--- src/rtl/dispatch_unit_pkg.sv ---
// Shared types and width constants for the dispatch stage.
// Optional CSEL decode is enabled with DISPATCH_CSEL_EN.
package data_structures;

  localparam int GPR_SIZE       = 64;
  localparam int INSNBITS_SIZE  = 32;
  localparam int GPR_IDX_SIZE   = 5;
  localparam int IMMEDIATE_SIZE = 64;

  localparam logic [GPR_IDX_SIZE-1:0] XZR = 5'd31;

  typedef enum logic [1:0] {
    FU_NONE = 2'd0,
    FU_ALU  = 2'd1,
    FU_LS   = 2'd2
  } fu_t;

  typedef enum logic [3:0] {
    OP_NOP   = 4'd0,
    OP_ADD   = 4'd1,
    OP_SUB   = 4'd2,
    OP_AND   = 4'd3,
    OP_ORR   = 4'd4,
    OP_EOR   = 4'd5,
    OP_MOVZ  = 4'd6,
    OP_LDUR  = 4'd7,
    OP_STUR  = 4'd8,
    OP_BCOND = 4'd9,
    OP_CSEL  = 4'd10
  } fu_op_t;

  typedef logic [3:0] cond_t;

  typedef struct packed {
    logic                      valid;
    logic                      set_nzcv;
    logic                      uses_nzcv;
    logic                      use_imm;
    logic [IMMEDIATE_SIZE-1:0] imm;
    logic [GPR_IDX_SIZE-1:0]   src1;
    logic                      src1_used;
    logic [GPR_IDX_SIZE-1:0]   src2;
    logic                      src2_used;
    logic [GPR_IDX_SIZE-1:0]   dst;
    fu_t                       fu_id;
    fu_op_t                    fu_op;
    cond_t                     cond;
  } uop_t;

endpackage

--- src/rtl/dispatch_unit_decoder.sv ---
// Combinational AArch64 decode of one word into a micro-op.
// CSEL is recognised only when DISPATCH_CSEL_EN is defined.
module insn_decoder
  import data_structures::*;
(
  input  logic [INSNBITS_SIZE-1:0] insn_i,
  output uop_t                     uop_o
);

  logic [7:0]              op8;
  logic [GPR_IDX_SIZE-1:0] rd;
  logic [GPR_IDX_SIZE-1:0] rn;
  logic [GPR_IDX_SIZE-1:0] rm;
  logic                    is_addi;
  logic                    is_alur;
  logic                    is_movz;
  logic                    is_ldur;
  logic                    is_stur;
  logic                    is_bcond;
  logic                    is_csel;

  assign op8 = insn_i[31:24];
  assign rd  = insn_i[4:0];
  assign rn  = insn_i[9:5];
  assign rm  = insn_i[20:16];

  assign is_addi = (op8 inside {8'h91, 8'hB1, 8'hD1, 8'hF1})
                 && !insn_i[22];
  assign is_alur = (op8 inside {8'h8B, 8'hAB, 8'hCB, 8'hEB,
                                8'h8A, 8'hAA, 8'hCA, 8'hEA})
                 && (insn_i[23:21] == 3'b000)
                 && (insn_i[15:10] == 6'd0);
  assign is_movz = insn_i[31:23] == 9'b110100101;
  assign is_ldur = (insn_i[31:21] == 11'b11111000010)
                 && (insn_i[11:10] == 2'b00);
  assign is_stur = insn_i[31:21] == 11'b11111000000;
  assign is_bcond = (op8 == 8'h54) && !insn_i[4];

`ifdef DISPATCH_CSEL_EN
  assign is_csel = (insn_i[31:21] == 11'b10011010100)
                 && (insn_i[11:10] == 2'b00);
`else
  assign is_csel = 1'b0;
`endif

  always_comb begin
    uop_o = '0;
    unique case (1'b1)
      is_addi: begin
        uop_o.valid     = 1'b1;
        uop_o.fu_id     = FU_ALU;
        uop_o.fu_op     = insn_i[30] ? OP_SUB : OP_ADD;
        uop_o.set_nzcv  = insn_i[29];
        uop_o.use_imm   = 1'b1;
        uop_o.imm       = {52'd0, insn_i[21:10]};
        uop_o.src1      = rn;
        uop_o.src1_used = rn != XZR;
        uop_o.dst       = rd;
      end
      is_alur: begin
        uop_o.valid     = 1'b1;
        uop_o.fu_id     = FU_ALU;
        uop_o.src1      = rn;
        uop_o.src1_used = rn != XZR;
        uop_o.src2      = rm;
        uop_o.src2_used = rm != XZR;
        uop_o.dst       = rd;
        // bit 24 splits add/sub from the logical group
        if (insn_i[24]) begin
          uop_o.fu_op    = insn_i[30] ? OP_SUB : OP_ADD;
          uop_o.set_nzcv = insn_i[29];
        end else begin
          unique case (insn_i[30:29])
            2'b00:   uop_o.fu_op = OP_AND;
            2'b01:   uop_o.fu_op = OP_ORR;
            2'b10:   uop_o.fu_op = OP_EOR;
            default: uop_o.fu_op = OP_AND;
          endcase
          uop_o.set_nzcv = &insn_i[30:29];
        end
      end
      is_movz: begin
        uop_o.valid   = 1'b1;
        uop_o.fu_id   = FU_ALU;
        uop_o.fu_op   = OP_MOVZ;
        uop_o.use_imm = 1'b1;
        uop_o.imm     = {48'd0, insn_i[20:5]}
                     << {insn_i[22:21], 4'd0};
        uop_o.dst     = rd;
      end
      is_ldur: begin
        uop_o.valid     = 1'b1;
        uop_o.fu_id     = FU_LS;
        uop_o.fu_op     = OP_LDUR;
        uop_o.use_imm   = 1'b1;
        uop_o.imm       = {{55{insn_i[20]}}, insn_i[20:12]};
        uop_o.src1      = rn;
        uop_o.src1_used = rn != XZR;
        uop_o.dst       = rd;
      end
      is_stur: begin
        uop_o.valid     = 1'b1;
        uop_o.fu_id     = FU_LS;
        uop_o.fu_op     = OP_STUR;
        uop_o.use_imm   = 1'b1;
        uop_o.imm       = {{55{insn_i[20]}}, insn_i[20:12]};
        uop_o.src1      = rn;
        uop_o.src1_used = rn != XZR;
        uop_o.src2      = rd;
        uop_o.src2_used = rd != XZR;
        uop_o.dst       = XZR;
      end
      is_bcond: begin
        uop_o.valid     = 1'b1;
        uop_o.fu_id     = FU_ALU;
        uop_o.fu_op     = OP_BCOND;
        uop_o.use_imm   = 1'b1;
        uop_o.imm       = {{43{insn_i[23]}}, insn_i[23:5], 2'b00};
        uop_o.uses_nzcv = 1'b1;
        uop_o.cond      = insn_i[3:0];
        uop_o.dst       = XZR;
      end
      is_csel: begin
        uop_o.valid     = 1'b1;
        uop_o.fu_id     = FU_ALU;
        uop_o.fu_op     = OP_CSEL;
        uop_o.uses_nzcv = 1'b1;
        uop_o.cond      = insn_i[15:12];
        uop_o.src1      = rn;
        uop_o.src1_used = rn != XZR;
        uop_o.src2      = rm;
        uop_o.src2_used = rm != XZR;
        uop_o.dst       = rd;
      end
      default: uop_o = '0;
    endcase
  end

endmodule

--- src/rtl/dispatch_unit.sv ---
// Dispatch stage: decode plus one output register with reset and flush.
// Build with DISPATCH_CSEL_EN to also dispatch CSEL.
module dispatch_unit
  import data_structures::*;
(
  input  logic                      in_clk,
  input  logic                      in_rst,
  input  logic                      in_rob_mispredict,
  input  logic                      in_fetch_done,
  input  logic [INSNBITS_SIZE-1:0]  in_fetch_insnbits,
  input  logic [GPR_SIZE-1:0]       in_fetch_pc,
  output logic                      out_reg_done,
  output logic                      out_reg_set_nzcv,
  output logic                      out_reg_uses_nzcv,
  output logic                      out_reg_use_imm,
  output logic [IMMEDIATE_SIZE-1:0] out_reg_imm,
  output logic [GPR_IDX_SIZE-1:0]   out_reg_src1,
  output logic [GPR_IDX_SIZE-1:0]   out_reg_src2,
  output logic                      out_reg_src1_used,
  output logic                      out_reg_src2_used,
  output logic [GPR_IDX_SIZE-1:0]   out_reg_dst,
  output fu_t                       out_reg_fu_id,
  output fu_op_t                    out_reg_fu_op,
  output cond_t                     out_reg_cond_codes,
  output logic [GPR_SIZE-1:0]       out_reg_pc
);

  uop_t                dec;
  uop_t                uop_d;
  uop_t                uop_q;
  logic [GPR_SIZE-1:0] pc_d;
  logic [GPR_SIZE-1:0] pc_q;

  insn_decoder u_dec (
    .insn_i (in_fetch_insnbits),
    .uop_o  (dec)
  );

  // Anything not dispatched this cycle leaves an all-zero record
  always_comb begin
    uop_d = '0;
    pc_d  = '0;
    if (in_fetch_done && !in_rob_mispredict && dec.valid) begin
      uop_d = dec;
      pc_d  = in_fetch_pc;
    end
  end

  always_ff @(posedge in_clk) begin
    if (!in_rst) begin
      uop_q <= '0;
      pc_q  <= '0;
    end else begin
      uop_q <= uop_d;
      pc_q  <= pc_d;
    end
  end

  assign out_reg_done       = uop_q.valid;
  assign out_reg_set_nzcv   = uop_q.set_nzcv;
  assign out_reg_uses_nzcv  = uop_q.uses_nzcv;
  assign out_reg_use_imm    = uop_q.use_imm;
  assign out_reg_imm        = uop_q.imm;
  assign out_reg_src1       = uop_q.src1;
  assign out_reg_src2       = uop_q.src2;
  assign out_reg_src1_used  = uop_q.src1_used;
  assign out_reg_src2_used  = uop_q.src2_used;
  assign out_reg_dst        = uop_q.dst;
  assign out_reg_fu_id      = uop_q.fu_id;
  assign out_reg_fu_op      = uop_q.fu_op;
  assign out_reg_cond_codes = uop_q.cond;
  assign out_reg_pc         = pc_q;

endmodule

--- config.mk ---
export PLATFORM = sky130hd
export DESIGN_NAME = dispatch_unit
export DESIGN_NICKNAME = d
export VERILOG_FILES = /design/src/rtl/dispatch_unit_pkg.sv /design/src/rtl/dispatch_unit_decoder.sv /design/src/rtl/dispatch_unit.sv
export SDC_FILE = /design/constraint.sdc
export NUM_CORES = 1
export LEC_CHECK = 0
export ABC_AREA = 1
export CORE_UTILIZATION = 43
export CTS_BUF_LIST = sky130_fd_sc_hd__clkbuf_4 sky130_fd_sc_hd__clkbuf_8
export DETAILED_ROUTE_END_ITERATION = 12
export PLACE_DENSITY = 0.89
export SYNTH_ARGS = -nofsm -noshare
export SYNTH_HDL_FRONTEND = slang
export SYNTH_SLANG_ARGS = --single-unit
--- constraint.sdc ---
create_clock -name in_clk -period 1.9 [get_ports in_clk]
set_clock_uncertainty 0.05 [all_clocks]
set_input_delay 0.475 -clock in_clk [delete_from_list [all_inputs] [get_ports in_clk]]
set_output_delay 0.475 -clock in_clk [all_outputs]
set_load 0.01 [all_outputs]
# == Word-level counts from Yosys, hierarchy flattened ==
# Cells that the tools add are included.
# totals
regBits,159
word_cells,68
out_inout_bits,159
inputBits,100
# classes
shift,1
n_reduce_logical,22
eq_ne,21
muxes,10
# ops
operator,count
$pmux 65 s4,1
$eq 8x8->1 const B,12
$pmux 11 s6,1
$shl 16x6->64,1
$eq 11x11->1 const B,2
$ne 5x5->1 const B,3
$pmux 6 s2,1
$eq 9x9->1 const B,1
$eq 8x7->1 const B,1
$reduce_bool 8->1,1
$logic_and 1x1->1,7
$logic_not 6->1,1
$pmux 3 s2,1
$reduce_and 3->1,2
$reduce_or 6->1,1
$mux 4,1
$reduce_and 2->1,2
$reduce_bool 4->1,1
$reduce_or 4->1,1
$logic_not 1->1,3
$logic_not 3->1,1
$mux 1,3
$eq 2x1->1 const B,1
$eq 2x2->1 const B,1
other kinds (4),4

# == Logic depth before layout (Yosys ltp) ==
# depth
depth_word,8
mapped_depth,12
mapped_depth_nobuf,10

# == Modules after synthesis ==
# Synthesis repeated with hierarchy kept, for this count alone.
# hier_totals
cells_unflattened,841
area_unflattened_um2,7265.7
# modules_own_cells
mod,seq_area_each_um2,cells_per_inst,area_per_inst_um2,instances
dispatch_unit,3183.1,513,5398.9,1
insn_decoder,0.0,328,1866.8,1

# == Worst setup path before layout ==
# No wires, ideal clock.
# synth_timing
path_type,input-to-reg
start,input in_fetch_insnbits[29]
end,"register uop_q, in the netlist out_reg_fu_op[2]"
path_buffers,2
setup_slack_ps,93
setup_ps,120
cell_stages,11
arrival_ps,1637
required_time_ps,1730
path_cell_list,ha_1 > nand2_1 > nor2_2 > nand3_1 > nand2_1 > inv_1 > nand3_4 > nand2_4 > buf_6 > buf_8 > nor2_4
# synth_between
elab_chain_cells,8
word_cells_on_any_way,32
cone_classes,18 x eq/ne; 4 x mux; 10 x reduce/logical
# synth_lines
item,line_no,text
from (decl),dispatch_unit.sv:10,"input logic [INSNBITS_SIZE-1:0] in_fetch_insnbits,"
$eq 8x8->1,dispatch_unit_decoder.sv:29,"assign is_alur = (op8 inside {8'h8B, 8'hAB, 8'hCB, 8'hEB,"
$reduce_bool 8->1,dispatch_unit_decoder.sv:29,
$logic_and 1x1->1,dispatch_unit_decoder.sv:31,&& (insn_i[23:21] == 3'b000)
$logic_and 1x1->1,dispatch_unit_decoder.sv:32,&& (insn_i[15:10] == 6'd0);
$reduce_or 6->1 (no source line),n/a,
$mux 1,dispatch_unit_decoder.sv:48,unique case (1'b1)
$logic_and 1x1->1,dispatch_unit.sv:43,if (in_fetch_done && !in_rob_mispredict && dec.valid) begin
$reduce_and 2->1 (no source line),n/a,
to (signal assigned),dispatch_unit.sv:54,uop_q <= uop_d;
to (decl),dispatch_unit.sv:30,uop_t uop_q;
# Parallel ways exist; a longest one is shown, timed or not.
# A chain may end at the register's enable or synchronous reset.

# == Worst setup path in the final report ==
# layout_timing
start,input in_fetch_insnbits[12]
end,"register uop_q, in the netlist out_reg_imm[20]"
# layout_between
elab_chain_cells,6
# layout_lines
item,line_no
$logic_not 6->1,dispatch_unit_decoder.sv:32
$logic_and 1x1->1,dispatch_unit_decoder.sv:32
$reduce_or 6->1 (no source line),n/a
$mux 1,dispatch_unit_decoder.sv:48
$logic_and 1x1->1,dispatch_unit.sv:43
$reduce_and 2->1 (no source line),n/a
# Every way passes these cells.

==> metrics <==
Final min period 1.88 ns; CP peak stage delay 0.46 ns; Worst EP required 2.25 ns; Pre-Repair DR Iteration Count 6; metal2 WL 10300 µm; antenna violations before repair 0; P per Cell Area 648 mW/mm²; # rows 42; Min-Delay Path Class primary input to register; Root Buffer clkbuf_8; Final Hold Vio Count 0; Hold Path Depth 3; die height 119 µm; top_reg_cell synth dfxtp_1; number of synthesized flops with an enable pin 0; final wirelength 21000 µm; fin worst setup slack 0.0178 ns; crit path kind primary input to register; Mapped Area 0.00588 mm²; Post-CTS Hold Fix Bufs 0; Setup violations, final 0; critical path arrival 2.23 ns; hold worst-path end out_reg_pc[37]; H-tree Lvls 4; crit path cell chain clkdlybuf4s50_1 > inv_1 > nand2_1 > nor2_2 > nand2_1 > nor2_2 > nor2_2 > nand3_4 > nand3_4 > buf_4 > buf_12 > nor2_1; top-area cell type share of the netlist area 54.1%; count leader, synth nor2_1; hold path startpoint in_fetch_pc[37]; drt wl/cell 16.3 µm; Slew HR 71.3%; Max Cap Viol 0; period utilization 99.1%; PortBufs 258; dpl cell area 0.00918 mm²; Synthesized Nets 873; Yosys top cell by area dfxtp_1; total track usage 29.5%; Die W 119 µm; mean post-synth cell area 7.64 µm²; routability cong. 0.974; synth top area cells dfxtp_1 54%, nor2_1 15%, inv_1 6.6%; Synth Warn # 0; status complete, no violations; DP HPWL 15700 µm; Post-Layout Inst Area 0.00991 mm²; diode count 0; RSZ-0062 raised after global routing true; Synth Area in Compound Gates 2.13%; Vias 6161; number of global-route vias before repair 6074; Slew Limit Fails 0; worst slew pin tran 0.430 ns; Slowest-stage cell, CP clkdlybuf4s50_1; CTS tree done; largest family of logic cells by synthesized area simple AND/OR/NAND/NOR gates; peak supply drop 587 µV; Mapped Cells 770; Area growth syn-to-layout 68.5%; first-pass GRT wire length 31500 µm; Core Area 0.0133 mm²; layout net count 1205; top cells by count, synth 240 x nor2_1, 159 x dfxtp_1, 104 x inv_1; DR DRC count 0; clock sinks 159; Worst setup SP type primary input; post-synthesis mux area share 0%; DR top layer met4; flops & latches, synth 159; Max Fclk 531 MHz; worst-path maximum fanout 9; initial core utilization 44.2%; met1 wire length 8060 µm; Die ar. 0.0141 mm²; XOR/XNOR share of the synthesized area 0%; Ports 259; via/cell ratio 4.77; simple-gate share of the synthesized area 32.4%; CTS Buf Count 17; DR WL met3 1800 µm; Detail Route Antenna Nets 0; layout cell share with drive strength beyond 1 16.7%; Leak 4.67 nW; DRT iter0 DRCs 447; Post-Route Utilization 74.5%; largest net degree at the start of global routing 41; Cell variety after synth 29; critical path capture point type register; critical path's most frequent cell nor2_2; Place WS -0.649 ns; adder-cell share of the synthesized area 0.638%; clock transition at the registers of the reported paths 0.08 ns; GRT overflow 0; async set-reset flop share out of synthesis 0%; sequential-to-total area share from yosys stat 54.1%; clock buffer depth 2
per-stage QoR:
| step | power [mW] | cells | hold slack [ns] | setup TNS, ns |
|---|---|---|---|---|
| after floorplan | 3.55 | 770 | 0.537 | 0 |
| after detailed placement | 3.91 | 1247 | 0.955 | -85.54 |
| final | 6.42 | 1291 | 0.479 | 0 |
| after global routing | 6.62 | 1291 | 0.476 | -2.17 |
| after CTS | 6.42 | 1286 | 0.465 | 0 |
| after global placement | 3.90 | 1247 | 0.949 | -74.11 |
worst max-delay path, delay by kind of cell:
kind | cells | cell delay (ns)
AND/OR/NAND/NOR | 8 | 0.87
buffers and inverters | 4 | 0.88
cell type report:
type	instances	area, µm²
inverter	116	442
timing repair buffer	348	3470
sequential	159	3180
multi-input combinational	460	2180
clock inverter	11	129
tap	176	220
fill	963	3390
clock buffer	21	283
layout by cell type (no fill, tap or decap), types with 2 or more instances in the layout:
| cell type | count |
|---|---|
| nand2_2 | 6 |
| o21ai_2 | 2 |
| nand3_4 | 3 |
| a21oi_1 | 2 |
| ha_1 | 2 |
| clkbuf_8 | 20 |
| nor2_4 | 12 |
| bufinv_16 | 2 |
| buf_12 | 10 |
| dlymetal6s2s_1 | 25 |
| inv_6 | 2 |
| nand3_1 | 27 |
| inv_2 | 11 |
| nor3_1 | 56 |
| nand3_2 | 3 |
| o21ai_0 | 14 |
| clkinv_4 | 3 |
| clkinv_2 | 2 |
| nor2_2 | 17 |
| dlygate4sd2_1 | 21 |
| nand4_1 | 6 |
| clkinvlp_4 | 3 |
| o22ai_1 | 5 |
| clkdlybuf4s50_1 | 212 |
| nor3_2 | 5 |
| nand2_1 | 71 |
| buf_4 | 77 |
| nor2_1 | 225 |
| inv_1 | 102 |
| dfxtp_1 | 159 |
repair_timing:
action / 4_1_cts / 5_1_grt
gates resized for setup: 37 / 46
setup endpoints to repair: 160 / 91
pin swaps: 7 / 9
cloned: 2 / 0
setup buffers: 5 / 5
logic make-up after synthesis:
| kind of cell | after synthesis |
|---|---|
| AND/OR/NAND/NOR | 434 |
| flip-flops | 159 |
| buffers and inverters | 151 |
| AO/OA/AOI/OAI | 23 |
| adder cells (fa/ha/maj) | 3 |
state kept, by name (all words and copies together), names as in the netlist:
name,cells
out_reg_done,1
out_reg_use_imm,1
out_reg_uses_nzcv,1
out_reg_imm,64
out_reg_src1_used,1
out_reg_dst,5
out_reg_fu_op,4
out_reg_src1,5
out_reg_cond_codes,4
out_reg_set_nzcv,1
out_reg_pc,64
out_reg_src2_used,1
out_reg_fu_id,2
out_reg_src2,5
power by group:
group          internal [mW]  switching (mW)  total [mW]
registers               3.33        0.000430        3.33
logic                  0.275           0.248       0.524
clock network           1.30            1.27        2.56
total                   4.90            1.52        6.42
layer usage:
layer,track usage (%),vias up
met5,0,-
met4,14.5,0
met3,8.52,53
met2,50.9,328
met1,33.1,2789
li1,-,2991
worst max path at each step:
stage | end | from | cells after the start | slack [ns]
6_report | out_reg_imm[20] | in_fetch_insnbits[12] | 12 | 0.02
5_1_grt | out_reg_imm[51] | in_fetch_insnbits[24] | 12 | -0.06
4_1_cts | out_reg_imm[43] | out_reg_imm[43] | 1 | 0.001
3_5_place_dp | out_reg_pc[24] | in_fetch_insnbits[30] | 11 | -0.65
3_3_place_gp | out_reg_imm[35] | in_fetch_insnbits[30] | 10 | -0.56
2_1_floorplan | out_reg_fu_op[2] | in_fetch_insnbits[29] | 11 | 0.09
Power figures use the tool's default switching activity.
